<file path="src/rtl/seatbelt_pkg.sv">
// Shared definitions for the seatbelt warning controller and its seconds helpers.
//   SEC_W      width of the seconds value and of the elapsed-seconds counter
//   state_t    2-bit FSM state code, exported on state_o
//   ST_*       state encodings
package seatbelt_pkg;

  localparam int unsigned SEC_W = 8;

  typedef logic [1:0] state_t;

  localparam state_t ST_IDLE    = 2'd0;
  localparam state_t ST_GRACE   = 2'd1;
  localparam state_t ST_ALARM   = 2'd2;
  localparam state_t ST_TIMEOUT = 2'd3;

  localparam logic [SEC_W-1:0] SEC_MAX = {SEC_W{1'b1}};

endpackage

</file>
<file path="src/rtl/sec_tick_detect.sv">
// One-second tick derived from changes of the seconds value.
//   clk_i     system clock
//   rst_ni    asynchronous active-low reset
//   second_i  seconds value (0..59) from the seconds counter
//   tick_o    one-cycle pulse in every cycle where second_i differs from the
//             previous cycle's value; suppressed in the first cycle after reset
module sec_tick_detect
  import seatbelt_pkg::*;
(
  input  logic             clk_i,
  input  logic             rst_ni,
  input  logic [SEC_W-1:0] second_i,
  output logic             tick_o
);

  logic [SEC_W-1:0] sec_prev_q;
  logic             primed_q;

  // Previous-value register; primed masks the bogus edge against the reset value.
  always_ff @(posedge clk_i or negedge rst_ni) begin
    if (!rst_ni) begin
      sec_prev_q <= '0;
      primed_q   <= 1'b0;
    end else begin
      sec_prev_q <= second_i;
      primed_q   <= 1'b1;
    end
  end

  // Any change counts, so the 59->0 wrap is a tick like any other.
  assign tick_o = primed_q & (second_i != sec_prev_q);

endmodule

</file>
<file path="src/rtl/seatbelt_alarm_fsm.sv">
// Seatbelt warning controller: grace period, timed blinking alarm, silent timeout.
//   clk_i       system clock
//   rst_ni      asynchronous active-low reset
//   second_i    seconds value (0..59) from the seconds counter
//   ignition_i  ignition on
//   seat_i      seat occupied
//   belt_i      belt buckled
//   alarm_o     buzzer drive
//   led_o       warning lamp
//   state_o     current state (0 IDLE, 1 GRACE, 2 ALARM, 3 TIMEOUT)
//   elapsed_o   whole seconds elapsed in the current state
module seatbelt_alarm_fsm
  import seatbelt_pkg::*;
#(
  parameter int unsigned GRACE_S = 5,
  parameter int unsigned ALARM_S = 30
) (
  input  logic             clk_i,
  input  logic             rst_ni,
  input  logic [SEC_W-1:0] second_i,
  input  logic             ignition_i,
  input  logic             seat_i,
  input  logic             belt_i,
  output logic             alarm_o,
  output logic             led_o,
  output logic [1:0]       state_o,
  output logic [SEC_W-1:0] elapsed_o
);

  // A zero duration has no meaningful last second to compare against.
  if (GRACE_S == 0) begin : g_bad_grace
    $error("seatbelt_alarm_fsm: GRACE_S must be at least 1");
  end
  if (ALARM_S == 0) begin : g_bad_alarm
    $error("seatbelt_alarm_fsm: ALARM_S must be at least 1");
  end

  // Last elapsed value of each timed state, truncated to the counter width.
  localparam logic [SEC_W-1:0] GRACE_LAST = SEC_W'(GRACE_S - 1);
  localparam logic [SEC_W-1:0] ALARM_LAST = SEC_W'(ALARM_S - 1);

  state_t           state_q,   state_d;
  logic [SEC_W-1:0] elapsed_q, elapsed_d;
  logic             phase_q,   phase_d;
  logic             tick;
  logic             armed;

  sec_tick_detect u_tick (
    .clk_i    (clk_i),
    .rst_ni   (rst_ni),
    .second_i (second_i),
    .tick_o   (tick)
  );

  assign armed = ignition_i & seat_i & ~belt_i;

  // State, elapsed counter and blink phase registers.
  always_ff @(posedge clk_i or negedge rst_ni) begin
    if (!rst_ni) begin
      state_q   <= ST_IDLE;
      elapsed_q <= '0;
      phase_q   <= 1'b0;
    end else begin
      state_q   <= state_d;
      elapsed_q <= elapsed_d;
      phase_q   <= phase_d;
    end
  end

  // Next-state logic; disarming overrides ticks and all other transitions.
  always_comb begin
    state_d   = state_q;
    elapsed_d = elapsed_q;
    phase_d   = phase_q;
    if (!armed) begin
      state_d   = ST_IDLE;
      elapsed_d = '0;
      phase_d   = 1'b0;
    end else begin
      unique case (state_q)
        ST_IDLE: begin
          state_d   = ST_GRACE;
          elapsed_d = '0;
        end
        ST_GRACE: begin
          if (tick) begin
            if (elapsed_q == GRACE_LAST) begin
              state_d   = ST_ALARM;
              elapsed_d = '0;
              phase_d   = 1'b1;
            end else begin
              elapsed_d = SEC_W'(elapsed_q + SEC_W'(1));
            end
          end
        end
        ST_ALARM: begin
          if (tick) begin
            if (elapsed_q == ALARM_LAST) begin
              state_d   = ST_TIMEOUT;
              elapsed_d = '0;
              phase_d   = 1'b0;
            end else begin
              elapsed_d = SEC_W'(elapsed_q + SEC_W'(1));
              phase_d   = ~phase_q;
            end
          end
        end
        ST_TIMEOUT: begin
          if (tick && (elapsed_q != SEC_MAX)) begin
            elapsed_d = SEC_W'(elapsed_q + SEC_W'(1));
          end
        end
        default: begin
          state_d   = ST_IDLE;
          elapsed_d = '0;
          phase_d   = 1'b0;
        end
      endcase
    end
  end

  // Moore output decode from registers only.
  always_comb begin
    alarm_o = 1'b0;
    led_o   = 1'b0;
    unique case (state_q)
      ST_IDLE:    led_o = 1'b0;
      ST_GRACE:   led_o = 1'b1;
      ST_ALARM: begin
        alarm_o = phase_q;
        led_o   = phase_q;
      end
      ST_TIMEOUT: led_o = 1'b1;
      default:    led_o = 1'b0;
    endcase
  end

  assign state_o   = state_q;
  assign elapsed_o = elapsed_q;

endmodule

</file>
<file path="config.mk">
export PLATFORM = sky130hd
export DESIGN_NAME = seatbelt_alarm_fsm
export DESIGN_NICKNAME = d
export VERILOG_FILES = /design/src/rtl/seatbelt_pkg.sv /design/src/rtl/sec_tick_detect.sv /design/src/rtl/seatbelt_alarm_fsm.sv
export SDC_FILE = /design/constraint.sdc
export NUM_CORES = 1
export LEC_CHECK = 0
export CAP_MARGIN = 20
export CORE_MARGIN = 1
export CORE_UTILIZATION = 53
export CTS_CLUSTER_SIZE = 30
export DETAILED_ROUTE_END_ITERATION = 7
export PLACE_DENSITY = 0.85
export SYNTH_ARGS = -nofsm -noshare
export SYNTH_HDL_FRONTEND = slang
export SYNTH_SLANG_ARGS = --single-unit
</file>
<file path="constraint.sdc">
create_clock -name clk_i -period 5.2 [get_ports clk_i]
set_clock_uncertainty 0.1 [all_clocks]
set_input_delay 1.04 -clock clk_i [delete_from_list [all_inputs] [get_ports clk_i]]
set_output_delay 1.04 -clock clk_i [all_outputs]
set_load 0.02 [all_outputs]
</file>
# Word-level counts from Yosys, hierarchy flattened
# Index checks and enable logic that the tools add are counted.
# totals
register_bits	20
out_inout_bits	12
word_cells	52
# op_classes
add_sub_neg	1
eq_ne	14
muxes	21
bitwise	5
n_reduce_logical	6
# ops
op	count
8-bit two-way mux	6
8-bit one-hot mux with 4 select lines	1
3-bit != test (second input constant)	5
2-bit two-way mux	5
8-bit by 1-bit adder with 8-bit output (second input constant)	1
8-bit by 3-bit equality test with 1-bit output (second input constant)	1
8-bit by 5-bit equality test with 1-bit output (second input constant)	1
8-bit != test	1
8-bit != test (second input constant)	1
1-bit two-way mux	6
2-bit one-hot mux with 3 select lines	1
5-bit AND reduction	1
2-bit equality test (second input constant)	2
4-bit by 1-bit != test with 1-bit output (second input constant)	1
4-bit AND reduction	1
1-bit bitwise AND	3
3-bit by 1-bit != test with 1-bit output (second input constant)	1
1-bit one-hot mux with 3 select lines	1
3-bit AND reduction	1
2-bit by 1-bit equality test with 1-bit output (second input constant)	1
2-bit logical NOT	1
1-bit inverter	2
1-bit one-hot mux with 2 select lines	1
2-bit OR reduction	1
1-bit logical AND	1

# Longest topological paths before layout
# Gate-level depths: netlist of run 1.
# logic_depth
word_depth	6
mapped_depth	8
depth_no_buf	8

# Modules after synthesis
# Synthesis of run 1 repeated with hierarchy kept, for this count alone.
# unflattened
cells_unflattened	110
hier_area_um2	1183.6
# by_module_without_submodules
module	n_inst	cells_each	area_each_um2	seq_area_each_um2
seatbelt_alarm_fsm	1	89	864.6	275.3
sec_tick_detect	1	21	319.1	225.2

# Worst setup path before layout of run 1
# No wires, ideal clock.
# synth_path
path_type	register to output
startpoint	reg state_q[0] (netlist: state_o[0])
endpoint	out led_o
t_arrival_ns	1.385
path_slack_ns	2.675
path_stages_with_launch	6
n_path_buf	0
cell_sequence	dfrtp_1 > inv_1 > ha_1 > and2_1 > nor3_1 > nor2_1
# synth_via
elab_chain_cells	3
elab_cells_between_ends	6
classes_between	3 x eq/ne; 1 x mux; 2 x reduce/logical
# synth_lines
item	line	rtl
start, declared	seatbelt_alarm_fsm.sv:42	state_t state_q, state_d;
start signal, assigned	seatbelt_alarm_fsm.sv:64	state_q <= state_d;
2-bit equality test / 2-bit by 1-bit equality test with 1-bit output (equally long branches)	seatbelt_alarm_fsm.sv:126	unique case (state_q)
2-bit OR reduction (no source line)	n/a	
1-bit one-hot mux with 3 select lines *	seatbelt_alarm_fsm.sv:126	
end, declared	seatbelt_alarm_fsm.sv:25	output logic led_o,
# Every way passes the cells marked *; elsewhere a longest branch is shown, timed or not.

# Worst setup path after layout of run 1
# Same ends and word-level chain as after synthesis.

==> impl_metrics.ini, run 1 <==
[run_status]
status = finished clean

[detailed_routing]
ant_nets = 0
first_pass_iters = 5
post-route-drc-count = 0
drt_iter0_drc = 53
routedWlPerCell_um = 15.1
avgViaCountPerCell = 5.90
vias = 974
routed_wl_um = 2490

[synth]
synth_largest_area_cell = dfrtp_1
synth_area_per_cell_um2 = 9.93
syn_area_um2 = 1110
yosysTopAreaCellShare_pct = 45.0
yosysUniqueCellTypes = 35
synth-edff-count = 0
netlist_top_cells_area = dfrtp_1 45%, ha_1 7.9%, xor2_1 6.3%, o21ai_1 3.6%, nor2_1 3.4%
synth_common_cells = 20 x dfrtp_1, 10 x nor2_1, 8 x o21ai_1, 8 x xor2_1
yosysSeqAreaShare_pct = 45.0
synthArstFlopShare_pct = 100
syn_inst = 112
synth_warnings = 0
syn-num-nets = 132
ys.flop_type = dfrtp_1
ys_seq_elements = 20
synth.most_common_cell = dfrtp_1

[worst_setup_path]
cp.arrival_ns = 2.00
worst_ep_required_time_ns = 4.06
critPathLaunchType = register
crit_path_max_incr_delay_ns = 0.61
cp_cell_sequence = inv_1 -> ha_1 -> and2_1 -> nor3_1 -> nor2_1 -> clkdlybuf4s50_1
cp-end-kind = primary output
crit_fanout = 4
crit_path_top_delay_cell = clkdlybuf4s50_1
path_class = register to primary output

[timing]
setup-tns-final_ns = 0
fin_crit_sh_pct = 60.4
min_period_ns = 3.14
maxSlewHeadroom_pct = 39.4
fmax_ghz = 0.319
finalSetupViolCount = 0
rsz0062_at_grt = false
hold_viol = 0
slew_viol_final = 0
tightest_slew_ns = 0.907
setup_ws_ns = 2.06

[die]
coreArea_um2 = 1960
dieWidth_um = 47.8
dieArea_um2 = 2290
rows = 16
num_io_pins = 25
initial_core_util_pct = 56.7
die_y_um = 47.8

[cts]
hold_buffers = 0
cts_resized = 0
cts_setup_buffers = 0
clock-sinks = 20
cts_max_path_buffers = 2
clkTransAtPathRegs_ns = 0.11
htree_levels = 1
clk_latency_ns = 0.30
cts-root-buf = clkbuf_4
cts_tree = done
cts-buffers-inserted = 3

[placement]
dp.cells = 161
numPortBuffers = 24
place_ws_ns = 1.83
dp_hpwl_um = 1740
gp_congestion = 0.931

[final_layout]
synthToLayoutAreaGrowth_pct = 28.5
nets = 159
drive_gt1_share_pct = 7.25
fin_cells = 165
num_antenna_cells = 0

[global_route]
overflow = 0
grt_pass1_vias = 905
grt_pass1_wl_um = 3890
gr-usage-all-layers_pct = 24.8
grt_antenna_before_repair = 0
grt_max_degree = 21

[power_and_ir_drop]
vdd_drop_max_v = 0.000149
p_leak_nw = 0.567
powerDensity_nw_per_um2 = 222

[run]
cap_violations = 0

[min_path]
hold_path_class = register to register
worst max-delay path, delay by kind of cell (launching register included):
family,cells,cell delay (ns)
flops,1,0.44
fa+ha+maj,1,0.22
simple gates,3,0.31
buf+inv,2,0.73
power by group:
group / total [mW] / switching [mW] / internal (mW) / leakage [nW]
clock: 0.126 / 0.0486 / 0.0779 / 0.0279
combinational: 0.0298 / 0.0144 / 0.0154 / 0.281
sequential: 0.162 / 0.00215 / 0.159 / 0.258
cell usage in the layout (no fill, tap or decap), types with 2 or more instances in the layout:
cell type,instances
nand3_1,4
nand2b_1,2
and3_1,3
or3_1,2
a21oi_1,4
o31ai_1,2
nor3_1,2
nor2_1,10
clkbuf_4,3
o41ai_1,2
o21ai_0,3
and2_1,2
nand2_1,7
o21ai_1,8
inv_1,6
clkdlybuf4s50_1,24
xor2_1,8
nor4_1,2
dfrtp_1,20
ha_1,7
state kept, by name, indices dropped and copies added, names as in the netlist:
| name | count |
|---|---|
| phase_q | 1 |
| u_tick.primed_q | 1 |
| u_tick.sec_prev_q | 8 |
| state_o | 2 |
| elapsed_o | 8 |
layer usage:
| layer | vias to the layer above | track usage (%) | part of all wire [%] |
|---|---|---|---|
| met1 | 456 | 31.0 | 42 |
| met3 | 13 | 4.15 | 6.1 |
| li1 | 452 | - | - |
| met4 | 0 | 15.0 | 2.4 |
| met5 | - | 0 | 0 |
| met2 | 53 | 40.0 | 50 |
metrics by stage:
| stage | hold slack, ns | area (um^2) | power (mW) | utilization (%) |
|---|---|---|---|---|
| floorplan | 0.412 | 1110 | 0.177 | - |
| global placement | 0.449 | 1380 | 0.193 | 70.2 |
| detailed placement | 0.443 | 1380 | 0.194 | 70.2 |
| CTS | 0.463 | 1430 | 0.320 | 72.8 |
| global route | 0.515 | 1430 | 0.331 | 72.8 |
| finish | 0.469 | 1430 | 0.318 | 72.8 |
cells by family (layout without fill, tap and decap cells):
kind of cell | count (synthesis) | in the layout | share of synthesized area (%)
flip-flops | 20 | 20 | 45.0
buffers and inverters | 9 | 35 | 3.60
multiplexers | 1 | 1 | 0.900
adder cells (fa/ha/maj) | 7 | 7 | 7.87
AO/OA/AOI/OAI | 29 | 29 | 18.0
XOR/XNOR | 8 | 8 | 6.30
AND/OR/NAND/NOR | 37 | 37 | 18.0
other | 1 | 1 | 0.337
worst paths after layout:
kind | slack [ns] | endpoint | depth (start not counted) | startpoint
hold / removal | 0.47 | phase_q | 2 | phase_q
setup reg to reg | 2.78 | elapsed_o[5] | 7 | elapsed_o[0]
max in group asynchronous | 3.31 | elapsed_o[3] | 1 | rst_ni
min in group asynchronous | 1.14 | u_tick.sec_prev_q[7] | 1 | rst_ni
hold reg to reg | 0.47 | phase_q | 2 | phase_q
setup / recovery | 2.06 | led_o | 6 | state_o[0]
area by class of cell:
| class | count | area, um^2 |
|---|---|---|
| inverters | 6 | 22.5 |
| well taps | 27 | 33.8 |
| repair buffers | 25 | 248 |
| multi-input cells | 83 | 572 |
| clock inverters | 1 | 30.0 |
| flip-flops and latches | 20 | 500 |
| fillers | 159 | 533 |
| clock buffers | 3 | 22.5 |
No activity file was read; power rests on OpenSTA's default activity.
==> inputs of run 2 (changes only) <==
--- a/config.mk
+++ b/config.mk
@@ -7,10 +7,10 @@
 export LEC_CHECK = 0
 export CAP_MARGIN = 20
 export CORE_MARGIN = 1
-export CORE_UTILIZATION = 53
+export CORE_UTILIZATION = 49
 export CTS_CLUSTER_SIZE = 30
 export DETAILED_ROUTE_END_ITERATION = 7
-export PLACE_DENSITY = 0.85
+export PLACE_DENSITY = 0.79
 export SYNTH_ARGS = -nofsm -noshare
 export SYNTH_HDL_FRONTEND = slang
 export SYNTH_SLANG_ARGS = --single-unit
==> constraint.sdc (replaced) <==
create_clock -name clk_i -period 3 [get_ports clk_i]
set_clock_uncertainty 0.1 [all_clocks]
set_input_delay 0.6 -clock clk_i [delete_from_list [all_inputs] [get_ports clk_i]]
set_output_delay 0.6 -clock clk_i [all_outputs]
set_load 0.02 [all_outputs]
==> impl_metrics.ini, run 2 (synthesis gave the netlist of run 1 again) <==
[power_and_ir_drop]
p_sw_uw = 116
p_leak_nw = 0.567
p_seq_share_pct = 50.6
comb_power_share_pct = 9.2
intPower_uw = 438
vdd_drop_max_v = 0.000347
powerDensity_nw_per_um2 = 388
swShare_pct = 20.9
clkPwrFrac_pct = 40.2

[detailed_routing]
vias = 958
first_pass_iters = 4
routed_wl_um = 2380
drt_iter0_drc = 38
routedWlPerCell_um = 14.4
ant_nets = 0
post-route-drc-count = 0
avgViaCountPerCell = 5.81

[cts]
cts-buffers-inserted = 3
hold_buffers = 0
cts-root-buf = clkbuf_4
cts_tree = done
htree_levels = 1
cts_setup_buffers = 0
clk_latency_ns = 0.31
cts_max_path_buffers = 2
clock-sinks = 20
cts_resized = 0
clkTransAtPathRegs_ns = 0.12

[global_route]
grt_pass1_vias = 939
gr-usage-all-layers_pct = 21.7
grt_antenna_before_repair = 0
grt_pass1_wl_um = 4070
overflow = 0
grt_max_degree = 21

[die]
initial_core_util_pct = 54.5
dieArea_um2 = 2460
dieWidth_um = 49.6
coreArea_um2 = 2040
die_y_um = 49.6
rows = 16
num_io_pins = 25

[timing]
finalSetupViolCount = 0
slew_viol_final = 0
min_period_ns = 2.69
hold_viol = 0
fin_crit_sh_pct = 89.7
tightest_slew_ns = 0.889
setup-tns-final_ns = 0
fmax_ghz = 0.372
setup_ws_ns = 0.310
rsz0062_at_grt = false
maxSlewHeadroom_pct = 40.6

[final_layout]
drive_gt1_share_pct = 7.25
num_antenna_cells = 0
final_cell_mix = 24 x clkdlybuf4s50_1, 20 x dfrtp_1, 10 x nor2_1
multi_input_area_um2 = 572
fillers = 161
synthToLayoutAreaGrowth_pct = 28.5
seq_area_um2 = 500
nets = 159
final_common_cell = clkdlybuf4s50_1

[placement]
gp_congestion = 0.838
numPortBuffers = 24
place_ws_ns = 0.241
dp_hpwl_um = 1770

[run_status]
status = finished clean

[worst_setup_path]
critPathLaunchType = register
cp-end-kind = primary output
worst_ep_required_time_ns = 2.30
crit_path_top_delay_cell = clkdlybuf4s50_1
crit_path_max_incr_delay_ns = 0.60
worstPathBufferInverterCount = 2
crit_family = buffers and inverters
cp.arrival_ns = 1.99
cp_cell_sequence = inv_1 -> ha_1 -> and2_1 -> nor3_1 -> nor2_1 -> clkdlybuf4s50_1
crit_fanout = 4
path_class = register to primary output

[run]
cap_violations = 0

[min_path]
hold_path_class = register to register
run 2: layout make-up:
class	instances	share of cell area (%)
tap	27	2.36
timing repair buffer	25	17.3
sequential	20	35.0
clock buffer	3	1.58
multi-input combinational	83	40.0
inverter	6	1.58
clock inverter	1	2.10
run 2: metal layers:
layer | wire length (um) | GRT usage [%] | vias to the layer above
met1 | 1020 | 27.0 | 449
met4 | 20 | 6.19 | 0
met3 | 182 | 4.32 | 4
met5 | 0 | 0 | -
li1 | - | - | 452
met2 | 1160 | 37.6 | 53
run 2: metrics by stage:
| stage | area [um^2] | util [%] | power [mW] | hold slack, ns | cells |
|---|---|---|---|---|---|
| 6_report | 1430 | 70.0 | 0.554 | 0.471 | 165 |
| 5_1_grt | 1430 | 70.0 | 0.576 | 0.510 | 165 |
| 4_1_cts | 1430 | 70.0 | 0.558 | 0.479 | 165 |
| 3_5_place_dp | 1380 | 67.4 | 0.337 | 0.445 | 161 |
| 3_3_place_gp | 1380 | 67.4 | 0.335 | 0.450 | 161 |
| 2_1_floorplan | 1110 | - | 0.307 | 0.204 | 112 |
run 2: final timing paths:
path	slack [ns]	depth (start not counted)	from	to
worst min register to register	0.47	2	phase_q	phase_q
worst min-delay path	0.47	2	phase_q	phase_q
worst max-delay path	0.31	6	state_o[0]	led_o
worst max register to register	0.79	7	state_o[1]	elapsed_o[5]
max in group asynchronous	1.57	1	rst_ni	elapsed_o[7]
min in group asynchronous	0.68	1	rst_ni	u_tick.sec_prev_q[4]
run 2: power groups by stage:
stage | combinational [mW] | sequential, mW | clock (mW)
2_1_floorplan | 0.0211 | 0.286 | 0
3_3_place_gp | 0.0498 | 0.285 | 0
3_5_place_dp | 0.0517 | 0.285 | 0
4_1_cts | 0.0518 | 0.280 | 0.226
5_1_grt | 0.0561 | 0.281 | 0.239
6_report | 0.0509 | 0.280 | 0.223
run 2: tightest hold or removal path: stages (launching register included):
cell,delay [ns]
dfrtp_1,0.42
nand2_1,0.07
a21oi_1,0.06
